File: src/rtl/interrupt_controller.sv
// rtl/interrupt_controller.sv - fixed-priority trap request source with request/service tracking
module interrupt_controller #(
    parameter int NUM_IRQ = 8
) (
    input  logic               clk,
    input  logic               rst_n,
    input  logic               nmi,
    input  logic               ecall,
    input  logic               ebreak,
    input  logic               tmr_irq,
    input  logic [NUM_IRQ-1:0] ext_irq,
    input  logic [NUM_IRQ-1:0] irq_en,
    input  logic               gie,
    input  logic               take,
    input  logic               mret,
    output logic               interruptF,
    output logic [2:0]         interSel,
    output logic [2:0]         intNum,
    output logic               in_service
);

    typedef enum logic [1:0] {IDLE, REQ, SERVICE} state_t;

    localparam logic [2:0] SEL_NMI    = 3'd0;
    localparam logic [2:0] SEL_ECALL  = 3'd1;
    localparam logic [2:0] SEL_EBREAK = 3'd2;
    localparam logic [2:0] SEL_TMR    = 3'd3;
    localparam logic [2:0] SEL_INT    = 3'd4;

    state_t     state_q;
    logic       intf_q, insvc_q;
    logic [2:0] sel_q, num_q;
    logic       nmi_prev_q, nmi_pend_q, ecall_pend_q, ebreak_pend_q;
    logic       nmi_pend_d, ecall_pend_d, ebreak_pend_d;

    logic               nmi_rise, take_ok, any_elig;
    logic [NUM_IRQ-1:0] int_vec;
    logic [2:0]         win_sel, win_num, int_idx;

    // Fresh pulses/edges count as eligible in the same cycle so simultaneous
    // arrivals are ordered purely by priority, not by capture path.
    always_comb begin
        nmi_rise = nmi & ~nmi_prev_q;
        take_ok  = (state_q == REQ) & take;
        int_vec  = ext_irq & irq_en & {NUM_IRQ{gie}};

        int_idx = 3'd0;
        for (int i = NUM_IRQ - 1; i >= 0; i--) begin
            if (int_vec[i]) int_idx = 3'(i);
        end

        any_elig = 1'b1;
        win_num  = 3'd0;
        if (nmi_pend_q | nmi_rise)           win_sel = SEL_NMI;
        else if (ecall_pend_q | ecall)       win_sel = SEL_ECALL;
        else if (ebreak_pend_q | ebreak)     win_sel = SEL_EBREAK;
        else if (tmr_irq & gie)              win_sel = SEL_TMR;
        else if (|int_vec) begin
            win_sel = SEL_INT;
            win_num = int_idx;
        end else begin
            win_sel  = sel_q;
            any_elig = 1'b0;
        end

        // set wins over clear when a new pulse lands on the take cycle
        nmi_pend_d    = (nmi_pend_q    & ~(take_ok & (sel_q == SEL_NMI)))    | nmi_rise;
        ecall_pend_d  = (ecall_pend_q  & ~(take_ok & (sel_q == SEL_ECALL)))  | ecall;
        ebreak_pend_d = (ebreak_pend_q & ~(take_ok & (sel_q == SEL_EBREAK))) | ebreak;
    end

    always_ff @(posedge clk or negedge rst_n) begin
        if (!rst_n) begin
            nmi_prev_q    <= 1'b0;
            nmi_pend_q    <= 1'b0;
            ecall_pend_q  <= 1'b0;
            ebreak_pend_q <= 1'b0;
        end else begin
            nmi_prev_q    <= nmi;
            nmi_pend_q    <= nmi_pend_d;
            ecall_pend_q  <= ecall_pend_d;
            ebreak_pend_q <= ebreak_pend_d;
        end
    end

    always_ff @(posedge clk or negedge rst_n) begin
        if (!rst_n) begin
            state_q <= IDLE;
            intf_q  <= 1'b0;
            insvc_q <= 1'b0;
            sel_q   <= 3'd0;
            num_q   <= 3'd0;
        end else begin
            case (state_q)
                IDLE: begin
                    if (any_elig) begin
                        sel_q   <= win_sel;
                        num_q   <= win_num;
                        intf_q  <= 1'b1;
                        state_q <= REQ;
                    end
                end
                REQ: begin
                    if (take) begin
                        intf_q  <= 1'b0;
                        insvc_q <= 1'b1;
                        state_q <= SERVICE;
                    end
                end
                SERVICE: begin
                    if (mret) begin
                        insvc_q <= 1'b0;
                        state_q <= IDLE;
                    end
                end
                default: begin
                    state_q <= IDLE;
                    intf_q  <= 1'b0;
                    insvc_q <= 1'b0;
                end
            endcase
        end
    end

    assign interruptF = intf_q;
    assign interSel   = sel_q;
    assign intNum     = num_q;
    assign in_service = insvc_q;

endmodule

File: config.mk
export PLATFORM = sky130hd
export DESIGN_NAME = interrupt_controller
export DESIGN_NICKNAME = d
export VERILOG_FILES = /design/src/rtl/interrupt_controller.sv
export SDC_FILE = /design/constraint.sdc
export NUM_CORES = 1
export LEC_CHECK = 0
export CAP_MARGIN = 5
export CORE_MARGIN = 3
export CORE_UTILIZATION = 25
export CTS_CLUSTER_DIAMETER = 200
export DETAILED_ROUTE_END_ITERATION = 8
export HOLD_SLACK_MARGIN = 0.1
export PLACE_DENSITY = 0.6
export SLEW_MARGIN = 10
export SYNTH_ARGS = -nofsm -noshare
export SYNTH_HDL_FRONTEND = slang
export SYNTH_SLANG_ARGS = --single-unit
File: constraint.sdc
create_clock -name clk -period 1.6 [get_ports clk]
set_input_delay 0.32 -clock clk [delete_from_list [all_inputs] [get_ports clk]]
set_output_delay 0.32 -clock clk [all_outputs]
set_load 0.01 [all_outputs]
-- Word level (Yosys, flattened, before mapping)
Cells that the tools add are included.
- output and inout port bits: 8
- input port bits: 25
- logic and storage cells: 81
- register bits after elaboration: 14
- bitwise gates (word level): 23
- equal/unequal tests: 7
- mux-type cells: 33
- reductions and logical operators: 9
- operators by type and width (cell ; count):
    $mux W3 ; 18
    $and A8 B8 Y8 ; 2
    $reduce_and A3 Y1 ; 4
    $and A1 B1 Y1 ; 9
    $mux W1 ; 9
    $reduce_or A8 Y1 ; 1
    $mux W2 ; 3
    $ne A2 B2 Y1 const B ; 3
    $not A1 Y1 ; 6
    $or A1 B1 Y1 ; 6
    $pmux W1 S3 ; 2
    $pmux W2 S3 ; 1
    $reduce_bool A5 Y1 ; 1
    $eq A3 B1 Y1 const B ; 1
    $eq A3 B2 Y1 const B ; 1
    $logic_not A3 Y1 ; 1
    $eq A2 B1 Y1 const B ; 1
    $eq A2 B2 Y1 const B ; 1
    $logic_not A2 Y1 ; 1
    $reduce_and A2 Y1 ; 1

-- Depth between registers and ports, before layout
Gate-level depths: netlist of the first run.
- word-level depth: 15
- mapped depth: 6
- depth with buffers taken out: 5

-- Least setup slack after synthesis of the first run
Ideal clock, no wire load.
- kind: input to register
- start: input ext_irq[3]
- end: register sel_q[0], in the netlist interSel[0]
- stages: 5
- setup time: 0.128 ns
- data required time: 1.472 ns
- slack: 0.031 ns
- buffers on the path: 0
- data arrival time: 1.441 ns
- path through: a22o_4 o41ai_4 nand2_1 nand2_2 mux2_1
- word-level cells in the longest chain between the ends: 9
- elaborated cells on any way between the ends: 10
- classes of those cells: mux (5); bitwise (2); reduce/logical (3)
- ends and longest elaborated chain (element ; RTL line ; source):
    from (decl) ; 11 ; input logic [NUM_IRQ-1:0] ext_irq,
    $and A8 B8 Y8 (*) (2 in series) ; 45 ; int_vec = ext_irq & irq_en & {NUM_IRQ{gie}};
    $reduce_or A8 Y1 (*) ; 58 ; else if (|int_vec) begin
    $mux W1 ; 58 ;
    $mux W1 ; 57 ; else if (tmr_irq & gie) win_sel = SEL_TMR;
    $mux W1 ; 56 ; else if (ebreak_pend_q | ebreak) win_sel = SEL_EBREAK;
    $mux W1 ; 55 ; else if (ecall_pend_q | ecall) win_sel = SEL_ECALL;
    $mux W1 ; 54 ; if (nmi_pend_q | nmi_rise) win_sel = SEL_NMI;
    $reduce_and A3 Y1 (no source line) (*) ; -- ;
    to (signal assigned) ; 97 ; sel_q <= win_sel;
    to (decl) ; 32 ; logic [2:0] sel_q, num_q;
Mark *: on every way between the ends. The rest lies on a longest branch, timed or not.
A chain may end at the register's enable or synchronous reset.

-- Worst setup path in the final report of the first run
- start: input irq_en[6]
- end: register sel_q[0], in the netlist interSel[0]
- word-level cells in the longest chain between the ends: 9
- elaborated cells on any way between the ends: 10
- classes of those cells: mux (5); bitwise (2); reduce/logical (3)
- ends and longest elaborated chain (element ; RTL line ; source):
    from (decl) ; 12 ; input logic [NUM_IRQ-1:0] irq_en,
    $and A8 B8 Y8 (*) (2 in series) ; 45 ;
    $reduce_or A8 Y1 (*) ; 58 ;
    $mux W1 ; 58 ;
    $mux W1 ; 57 ;
    $mux W1 ; 56 ;
    $mux W1 ; 55 ;
    $mux W1 ; 54 ;
    $reduce_and A3 Y1 (no source line) (*) ; -- ;
Marks and branches as above.

==> results of run 1 <==
cell usage after synthesis:
| cell type | count |
|---|---|
| mux2_1 | 1 |
| o2bb2ai_1 | 1 |
| nor3_1 | 3 |
| o31a_1 | 1 |
| o32a_2 | 1 |
| a22o_4 | 1 |
| and4b_1 | 1 |
| o41ai_4 | 1 |
| a21o_1 | 2 |
| and2_2 | 1 |
| and3_4 | 1 |
| nand3_1 | 3 |
| a32o_1 | 1 |
| o21ai_0 | 5 |
| a31oi_1 | 2 |
| nand2b_1 | 2 |
| nor2_1 | 6 |
| inv_1 | 1 |
| dfrtp_1 | 14 |
| nand2_2 | 1 |
| nand3b_1 | 2 |
| buf_2 | 2 |
| nand2_1 | 14 |
| a21oi_1 | 3 |
| clkbuf_8 | 1 |
| nor2b_1 | 1 |
| a32oi_1 | 1 |
| a211oi_1 | 2 |
| a21boi_0 | 1 |
| a22o_1 | 5 |
sequential cells by signal, indices dropped and copies added (netlist names):
signal / count
in_service: 1
interSel: 3
interruptF: 1
nmi_prev_q: 1
ecall_pend_q: 1
state_q: 2
nmi_pend_q: 1
ebreak_pend_q: 1
intNum: 3
worst paths after layout:
path	from	to	slack, ps	cells past startpoint
setup / recovery	irq_en[6]	interSel[0]$_DFFE_PN0P_	30	6
hold / removal	rst_n	ecall_pend_q$_DFF_PN0_	330	2
setup reg to reg	ebreak_pend_q$_DFF_PN0_	interSel[0]$_DFFE_PN0P_	140	5
hold reg to reg	ecall_pend_q$_DFF_PN0_	ecall_pend_q$_DFF_PN0_	490	1
max in group asynchronous	rst_n	intNum[1]$_DFFE_PN0P_	1090	2
min in group clk	ebreak	ebreak_pend_q$_DFF_PN0_	370	3
final cells by class:
class | count | area share, %
clock buffers | 3 | 1.68
inverters | 1 | 0.280
multi-input cells | 63 | 32.1
flip-flops and latches | 14 | 26.2
well taps | 42 | 3.93
repair buffers | 53 | 35.9
repair_timing:
item / CTS / global route
buffers inserted: 0 / 4
setup endpoints to repair: 7 / 7
resized for setup: 15 / 11
pin swaps: 7 / 5
metal layers:
layer / wire (µm) / part of all wire (%)
met2: 1020 / 49
met4: 14 / 0.68
met3: 92 / 4.4
met5: 0 / 0
met1: 949 / 46
power breakdown:
| group | switching (W) | internal (W) | total [W] | leakage, nW |
|---|---|---|---|---|
| combinational | 0.000235 | 0.000331 | 0.000566 | 0.469 |
| sequential | 0.000111 | 0.000453 | 0.000563 | 0.167 |
| clock | 0.000112 | 0.0000873 | 0.000199 | 0.0138 |
kinds of logic after synthesis:
kind of cell	Yosys count
buffers and inverters	4
multiplexers	1
AO/OA/AOI/OAI	27
AND/OR/NAND/NOR	35
flip-flops	14
worst max-delay path, delay by kind of cell:
family | cells | cell delay, ps
AOI/OAI and AO/OA | 2 | 680
muxes | 1 | 290
buffers and inverters | 1 | 250
and+or+nand+nor | 2 | 180
placed cells by master, fill, tap and decap left out:
cell type / instances
a211oi_1: 1
a211oi_2: 1
a21boi_0: 1
a21o_1: 2
a21oi_1: 3
a22o_1: 5
a22o_4: 1
a31oi_1: 2
a32o_1: 1
a32oi_1: 1
and2_2: 1
and3_4: 1
and4b_2: 1
buf_4: 21
clkbuf_4: 3
clkdlybuf4s15_1: 1
clkdlybuf4s50_1: 12
dfrtp_1: 14
dlygate4sd2_1: 12
dlymetal6s2s_1: 7
inv_1: 1
mux2_4: 1
nand2_1: 13
nand2_2: 2
nand2b_1: 2
nand3_1: 3
nand3b_1: 2
nor2_1: 6
nor2b_1: 1
nor3_1: 2
nor3_2: 1
o21ai_0: 5
o2bb2ai_1: 1
o31a_1: 1
o32a_2: 1
o41ai_4: 1
metrics by stage:
stage / total power (W) / setup TNS [ps] / worst slack, ps
floorplan: 0.000815 / 0 / 31.5
global placement: 0.00111 / -2610 / -437
detailed placement: 0.00112 / -2650 / -446
CTS: 0.00133 / 0 / 8.42
global route: 0.00143 / -16.0 / -16.0
finish: 0.00133 / 0 / 26.0
==> results.md, run 1 <==
* CTS tree: yes
* Grt ovf at 0
* Hold_ws at 332 ps
* Synthesis warning total at 0
* Post-placement cell area at 1270 µm²
* GR peak layer: met2
* Status: finished, final reports clean
* Flops & latches, synth at 14
* Fin cells at 176
* Biggest area consumer among synthesized cells: dfrtp_1
* Share of layout cells above drive strength 1 at about a quarter
* M2 GR Usage at 18.3%
* Final hold violations at 0
* Tmin final at 1570 ps
* IO Port Bufs at 32
* Fill cells at 289
* Total CTS buffers at 3
* DRC Markers at 0
* CP startpoint kind: primary input
* Largest family of logic cells by synthesized area: compound AO/OA/AOI/OAI gates
* Worst-path clk slew at 90 ps
* Vias in the first global route at 786
* Worst hold-check path type: primary input to asynchronous set/reset pin
* Io pins at 33
* Met3 Use GR at under 10%
* First-pass GRT wire length at roughly 3400 µm
* Top-area cell type share of the netlist area at 44.4%
* Area of the die at about 3900 µm²
* Reg area at about 350 µm²
* CP cell instances: dlygate4sd2_1 > a22o_1 > o41ai_4 > nand2_2 > nand2_2 > mux2_4
* Area growth syn-to-layout at 69.6%
* Core ar. at 2880 µm²
* Max rail drop VDD at 0.000699 V
* Simple-gate share of the synthesized area at 22.0%
* Rows at 19
* Worst path most repeated cell: nand2_2
* Initial drt markers at 15
* Clk root buf: clkbuf_4
* Post-synthesis compound-gate area fraction at around 29%
* Drt pass-1 iters at 4
* Die height at just over 60 µm
* PwrDens at 993 nW/µm²
* DP HPWL at 1660 µm
* WP data required at 1760 ps
* Gpl congestion at 0.813
* Crit end category: flop
* Fraction of synthesized cell area in xor and xnor cells at 0%
* N_diodes at 0
* # clock sinks at 14
* Fin area at around 1300 µm²
* CP peak stage delay at between 400 and 500 ps
* Final worst-path cycle share at 98.4%
* Pin count of the biggest net entering global routing at 15
* Critical Path AT at 1730 ps
* Chip Width at 62.2 µm
* Final antenna-violating net count at 0
* Lkg Pwr at 0.651 nW
* Crit Path Category: primary input to flop
* Seq/Total Area, Yosys at roughly 44%
* CP Max Fanout at 2
* Gr usage total at 10.6%
* Met1 usage at 13.0%
* Cells after DPL at 169
* Initial antenna violation count at 0
* WL final at 2070 µm
* Final net count at about 160
* Post-Syn Area per Cell at 9.75 µm²
* CTS H-tree lvls at 1
* Mapped Cells at 81
* Post-synth cell types at 30
* Insertion delay to the later sink of the worst-skew pair at about 280 ps
* Worst-Margin Slew at 333 ps
* Fmax at 635 MHz
* Syn_nets at 106
* Slew Viols, Final at 0
* Top post-synthesis cells by area: dfrtp_1 44%, nand2_1 6.7%, a22o_1 5.5%, o41ai_4 3.5%, o21ai_0 3.2%
* Clock skew at 11.6 ps
* Synthesized area at about 790 µm²
* Worst path slowest cell: o41ai_4
* Clock buffer depth at 2
* Final setup fails at 0
* Cts hold-fix bufs at 0
* Finished Core Util at a little under half
* Routed WL per cell at between 10 and 15 µm
* Max transition margin at 77.7%
* Multi-input gate area in the final layout at 429 µm²
* Initial core utilization at 27.4%
* Via count at around 800
* MaxCap Viol Count at 0
* Mux share of post-synthesis cell area at 1.43%
* Post-Synth Adder-Cell Area at 0%
* Drt via density at 4.52
(Power assumes the default switching activity.)
==> run 2, diff against run 1 <==
--- a/config.mk
+++ b/config.mk
@@ -7,12 +7,13 @@
 export LEC_CHECK = 0
 export CAP_MARGIN = 5
 export CORE_MARGIN = 3
-export CORE_UTILIZATION = 25
+export CORE_UTILIZATION = 37
 export CTS_CLUSTER_DIAMETER = 200
 export DETAILED_ROUTE_END_ITERATION = 8
 export HOLD_SLACK_MARGIN = 0.1
-export PLACE_DENSITY = 0.6
-export SLEW_MARGIN = 10
+export PLACE_DENSITY = 0.8
+export SLEW_MARGIN = 15
 export SYNTH_ARGS = -nofsm -noshare
 export SYNTH_HDL_FRONTEND = slang
 export SYNTH_SLANG_ARGS = --single-unit
+export TNS_END_PERCENT = 30
==> results.md, run 2 (same netlist as run 1, synthesis figures left out) <==
* Drt pass-1 iters at 4
* Setup_tns at -15.6 ps
* Crit Path Category: primary input to flop
* Final worst-path cycle share at 101%
* Post-placement cell area at 1250 µm²
* Fin area at 1310 µm²
* First-pass GRT wire length at 3540 µm
* Max rail drop VDD at 0.000710 V
* Worst-Margin Slew at 288 ps
* Rows at 16
* WL final at 2230 µm
* Status: finished, violations left
* Clock buffer depth at 2
* IO Port Bufs at 32
* Critical Path AT at 1780 ps
* MaxCap Viol Count at 0
* Worst R2R Start: ebreak_pend_q$_DFF_PN0_
* Share of layout cells above drive strength 1 at 24.4%
* Worst Reg-to-Reg Cells at 5
* Final hold violations at 0
* Switching Fraction at 34.1%
* CP Depth at 6
* PwrDens at approximately 1100 nW/µm²
* Clk root buf: clkbuf_4
* Initial antenna violation count at 0
* Buf/Inv on CP at 1
* Grt ovf at 0
* Initial drt markers at 19
* Final antenna-violating net count at 0
* Io pins at 33
* Fin worst setup slack at -15.6 ps
* Finished Core Util at 66.0%
* GR peak layer: met2
* Drt via density at 5.30
* # clock sinks at 14
* Sequential share of power at 40.0%
* Area growth syn-to-layout at 65.6%
* Internal at 0.000939 W
* Initial core utilization at ~40%
* Final setup fails at 1
* Overall power at 0.00143 W
* Via count at 859
* Clock skew at 1.50 ps
* Met1 usage at roughly a fifth
* Slew Viols, Final at 0
* Total CTS buffers at 3
* Met3 Use GR at 4.27%
* Routed WL per cell at 13.7 µm
* CTS tree: yes
* RSZ-0062 raised after global routing: true
* Core ar. at slightly below 2000 µm²
* Violated checks: negative setup slack
* Worst hold-check path type: primary input to asynchronous set/reset pin
* P_sw at 0.000487 W
* Max transition margin at 80.8%
* Fmax at 619 MHz
* CP Max Fanout at 2
* Chip Width at about 52 µm
* Tmin final at 1620 ps
* Gr usage total at about 18%
* CP startpoint kind: primary input
* Vias in the first global route at 862
* Die height at 52.2 µm
* DP HPWL at 1740 µm
* Cts hold-fix bufs at 0
* Largest delay contributor family on the critical path: buffers and inverters
* Most frequent cells in the layout: 21 x buf_4, 17 x clkdlybuf4s50_1, 14 x nand2_1, 14 x dfrtp_1, 14 x dlygate4sd2_1
* Area of the die at 2720 µm²
* CTS H-tree lvls at 1
* Worst-path clk slew at 80 ps
* M2 GR Usage at 32.4%
* CP peak stage delay at 440 ps
* Insertion delay to the later sink of the worst-skew pair at roughly 280 ps
* Final net count at 161
* Clock power share at 17.5%
* Pin count of the biggest net entering global routing at 15
* Gate power share at 42.5%
* Flop2flop setup slack at 140 ps
* N_diodes at 0
* Worst path slowest cell: clkdlybuf4s50_1
* Lkg Pwr at 0.607 nW
* Worst r2r dst: interSel[0]$_DFFE_PN0P_
* Crit end category: flop
* Most common cell after layout, fill and taps aside: buf_4
* Gpl congestion at 0.836
* DRC Markers at 0
* WP data required at 1770 ps
* CP cell instances: clkdlybuf4s50_1 > a211oi_2 > and4b_1 > nand2_1 > nand2_2 > mux2_4
-- run 2: metal layers --
metal | vias up | wire [µm] | share of wire [%]
met5 | - | 0 | 0
met4 | 0 | 14 | 0.63
met3 | 2 | 185 | 8.3
met2 | 31 | 1140 | 51
met1 | 413 | 891 | 40
li1 | 413 | - | -
-- run 2: area by class of cell --
cell class | count | area (µm²)
timing repair buffer | 53 | 463
fill | 175 | 674
clock buffer | 4 | 36.3
multi-input combinational | 63 | 420
inverter | 1 | 3.75
sequential | 14 | 350
tap | 27 | 33.8
-- run 2: power by group through the flow --
stage               logic (W)  clock network (W)  registers, W
global route         0.000672           0.000270      0.000584
detailed placement   0.000571                  0      0.000578
finish               0.000606           0.000250      0.000570
CTS                  0.000606           0.000259      0.000566
global placement     0.000557                  0      0.000564
floorplan            0.000279                  0      0.000535
-- run 2: repair_timing --
action	in CTS	in global routing
setup endpoints to repair	8	3
pin swaps	7	3
gates resized for setup	16	1
buffers inserted	2	1
-- run 2: stage by stage --
stage	setup slack, ps	cells	hold slack [ps]
after floorplan	31.5	81	24.4
after global placement	-426	155	465
after detailed placement	-473	155	490
after CTS	7.62	161	333
after global routing	-49.4	162	338
final	-15.6	162	339
-- run 2: worst max-delay path by stage --
stage	start	endpoint	slack, ps
detailed placement	ext_irq[3]	interSel[0]$_DFFE_PN0P_	-470
CTS	gie	interSel[0]$_DFFE_PN0P_	8
global route	tmr_irq	interSel[0]$_DFFE_PN0P_	-50
floorplan	ext_irq[3]	interSel[0]$_DFFE_PN0P_	30
finish	tmr_irq	interSel[0]$_DFFE_PN0P_	-20
global placement	ext_irq[3]	interSel[0]$_DFFE_PN0P_	-430
==> run 3, diff against run 2 <==
--- a/config.mk
+++ b/config.mk
@@ -10,8 +10,8 @@
 export CORE_UTILIZATION = 37
 export CTS_CLUSTER_DIAMETER = 200
 export DETAILED_ROUTE_END_ITERATION = 8
-export HOLD_SLACK_MARGIN = 0.1
-export PLACE_DENSITY = 0.8
+export HOLD_SLACK_MARGIN = 0.15
+export PLACE_DENSITY = 0.72
 export SLEW_MARGIN = 15
 export SYNTH_ARGS = -nofsm -noshare
 export SYNTH_HDL_FRONTEND = slang
==> results.md, run 3 (same netlist as run 1, synthesis figures left out) <==
* Status: finished, final reports clean
* Chip Width at 52.2 µm
* Gr usage total at 16.7%
* Critical Path AT at 1730 ps
* Worst path slowest cell: o41ai_4
* IO Port Bufs at 32
* Area growth syn-to-layout at 68.0%
* Worst path most repeated cell: nand2_2
* Vias in the first global route at 806
* Final net count at 161
* Fin cells at 162
* Final worst-path cycle share at 97.6%
* Sequential share of power at 40.4%
* Io pins at 33
* Tmin final at 1560 ps
* P_sw at 0.000464 W
* Die height at 52.2 µm
* Worst-path clk slew at 90 ps
* Fin worst setup slack at 38.8 ps
* Cells after DPL at 155
* Crit end category: flop
* Overall power at 0.00140 W
* Final antenna-violating net count at 0
* Rows at 16
* WP data required at 1770 ps
* CP peak stage delay at 410 ps
* Dpl ws at -495 ps
* Total CTS buffers at 3
* Internal at 0.000936 W
* Via count at 814
* Clock buffer depth at 2
* Clk root buf: clkbuf_4
* Max rail drop VDD at 0.000993 V
* Clock skew at 6.09 ps
* Lkg Pwr at 0.641 nW
* Drt pass-1 iters at 4
* DRC Markers at 0
* Final hold violations at 0
* Initial core utilization at 39.8%
* CP startpoint kind: primary input
* Gate power share at 41.6%
* # clock sinks at 14
* Core ar. at 1980 µm²
* Grt ovf at 0
* Hold_ws at between 300 and 400 ps
* Area of the die at 2720 µm²
* Most common cell after layout, fill and taps aside: buf_4
* Worst-Margin Slew at 307 ps
* CP Max Fanout at 2
* Slew Viols, Final at 0
* PwrDens at ~1100 nW/µm²
* First-pass GRT wire length at 3400 µm
* Routed WL per cell at 12.8 µm
* Drt via density at ~5
* Final setup fails at 0
* Most frequent cells in the layout: 21 x buf_4, 14 x dfrtp_1, 13 x nand2_1, 13 x dlygate4sd2_1, 13 x clkdlybuf4s50_1
* Fmax at roughly 640 MHz
* N_diodes at 0
* DP HPWL at 1610 µm
* Clock power share at between 10% and 20%
* Initial drt markers at 13
* Cts hold-fix bufs at 0
* Pin count of the biggest net entering global routing at 15
* Initial antenna violation count at 0
* Max transition margin at 79.5%
* Gpl congestion at 0.743
* Switching Fraction at 33.2%
* Crit Path Category: primary input to flop
* Insertion delay to the later sink of the worst-skew pair at 270 ps
* CTS tree: yes
* MaxCap Viol Count at 0
* CTS H-tree lvls at 1
* Worst hold-check path type: primary input to asynchronous set/reset pin
* WL final at 2070 µm
* CP cell instances: dlygate4sd2_1 > a22o_1 > o41ai_4 > nand2_2 > nand2_2 > mux2_4
* Share of layout cells above drive strength 1 at 25.9%
-- run 3: changes by cell type in the layout (fill, tap and decap cells not counted), sizes merged --
cell,previous run,this run
dlygate4sd2,14,13
dlymetal6s2s,1,5
clkdlybuf4s50,17,13
clkdlybuf4s15,0,1
-- run 3: cell type report --
cell class	instances	area (µm²)
Clock buffer	4	36.3
Timing Repair Buffer	53	474
Multi-Input combinational cell	63	428
Sequential cell	14	350
Tap cell	27	33.8
Fill cell	169	656
Inverter	1	3.75
-- run 3: power groups by stage --
stage	logic [W]	registers [W]	clock network, W
after global routing	0.000645	0.000585	0.000281
after detailed placement	0.000569	0.000567	0
after CTS	0.000577	0.000564	0.000265
final	0.000583	0.000566	0.000252
after global placement	0.000559	0.000567	0
after floorplan	0.000279	0.000535	0
-- run 3: timing repair --
item / CTS / global route
buffers inserted: 0 / 3
gates resized for setup: 16 / 8
cloned: 0 / 0
endpoints found under the setup margin: 7 / 4
pin swaps: 6 / 6
-- run 3: final timing paths --
path | startpoint | end | slack (ps) | depth (start not counted)
worst max-delay path | irq_en[6] | interSel[0]$_DFFE_PN0P_ | 40 | 6
worst min-delay path | rst_n | intNum[1]$_DFFE_PN0P_ | 340 | 2
worst max register to register | ebreak_pend_q$_DFF_PN0_ | interSel[0]$_DFFE_PN0P_ | 170 | 5
worst min register to register | ecall_pend_q$_DFF_PN0_ | ecall_pend_q$_DFF_PN0_ | 490 | 1
max in group asynchronous | rst_n | in_service$_DFFE_PN0P_ | 1090 | 2
min in group clk | ebreak | ebreak_pend_q$_DFF_PN0_ | 410 | 3
-- run 3: stage by stage --
step | cell area (µm²) | util (%) | TNS (ps)
floorplan | 790 | - | 0
global route | 1330 | 66.9 | -6.81
finish | 1330 | 66.9 | 0
global placement | 1250 | 63.3 | -2580
detailed placement | 1250 | 63.3 | -2910
CTS | 1280 | 64.7 | 0
-- run 3: routing by layer --
metal  vias to the layer above  track usage, %  routed length (µm)
met4                         0            5.11                   0
met2                        30            29.1                1030
met3                         0            3.13                 142
met1                       375            20.8                 896
met5                         -               0                   0
li1                        409               -                   -
-- run 3: critical path: cells and delay by family --
family                 cells  cell delay (ps)
AOI/OAI and AO/OA          2              670
muxes                      1              290
buffers and inverters      1              240
and+or+nand+nor            2              200
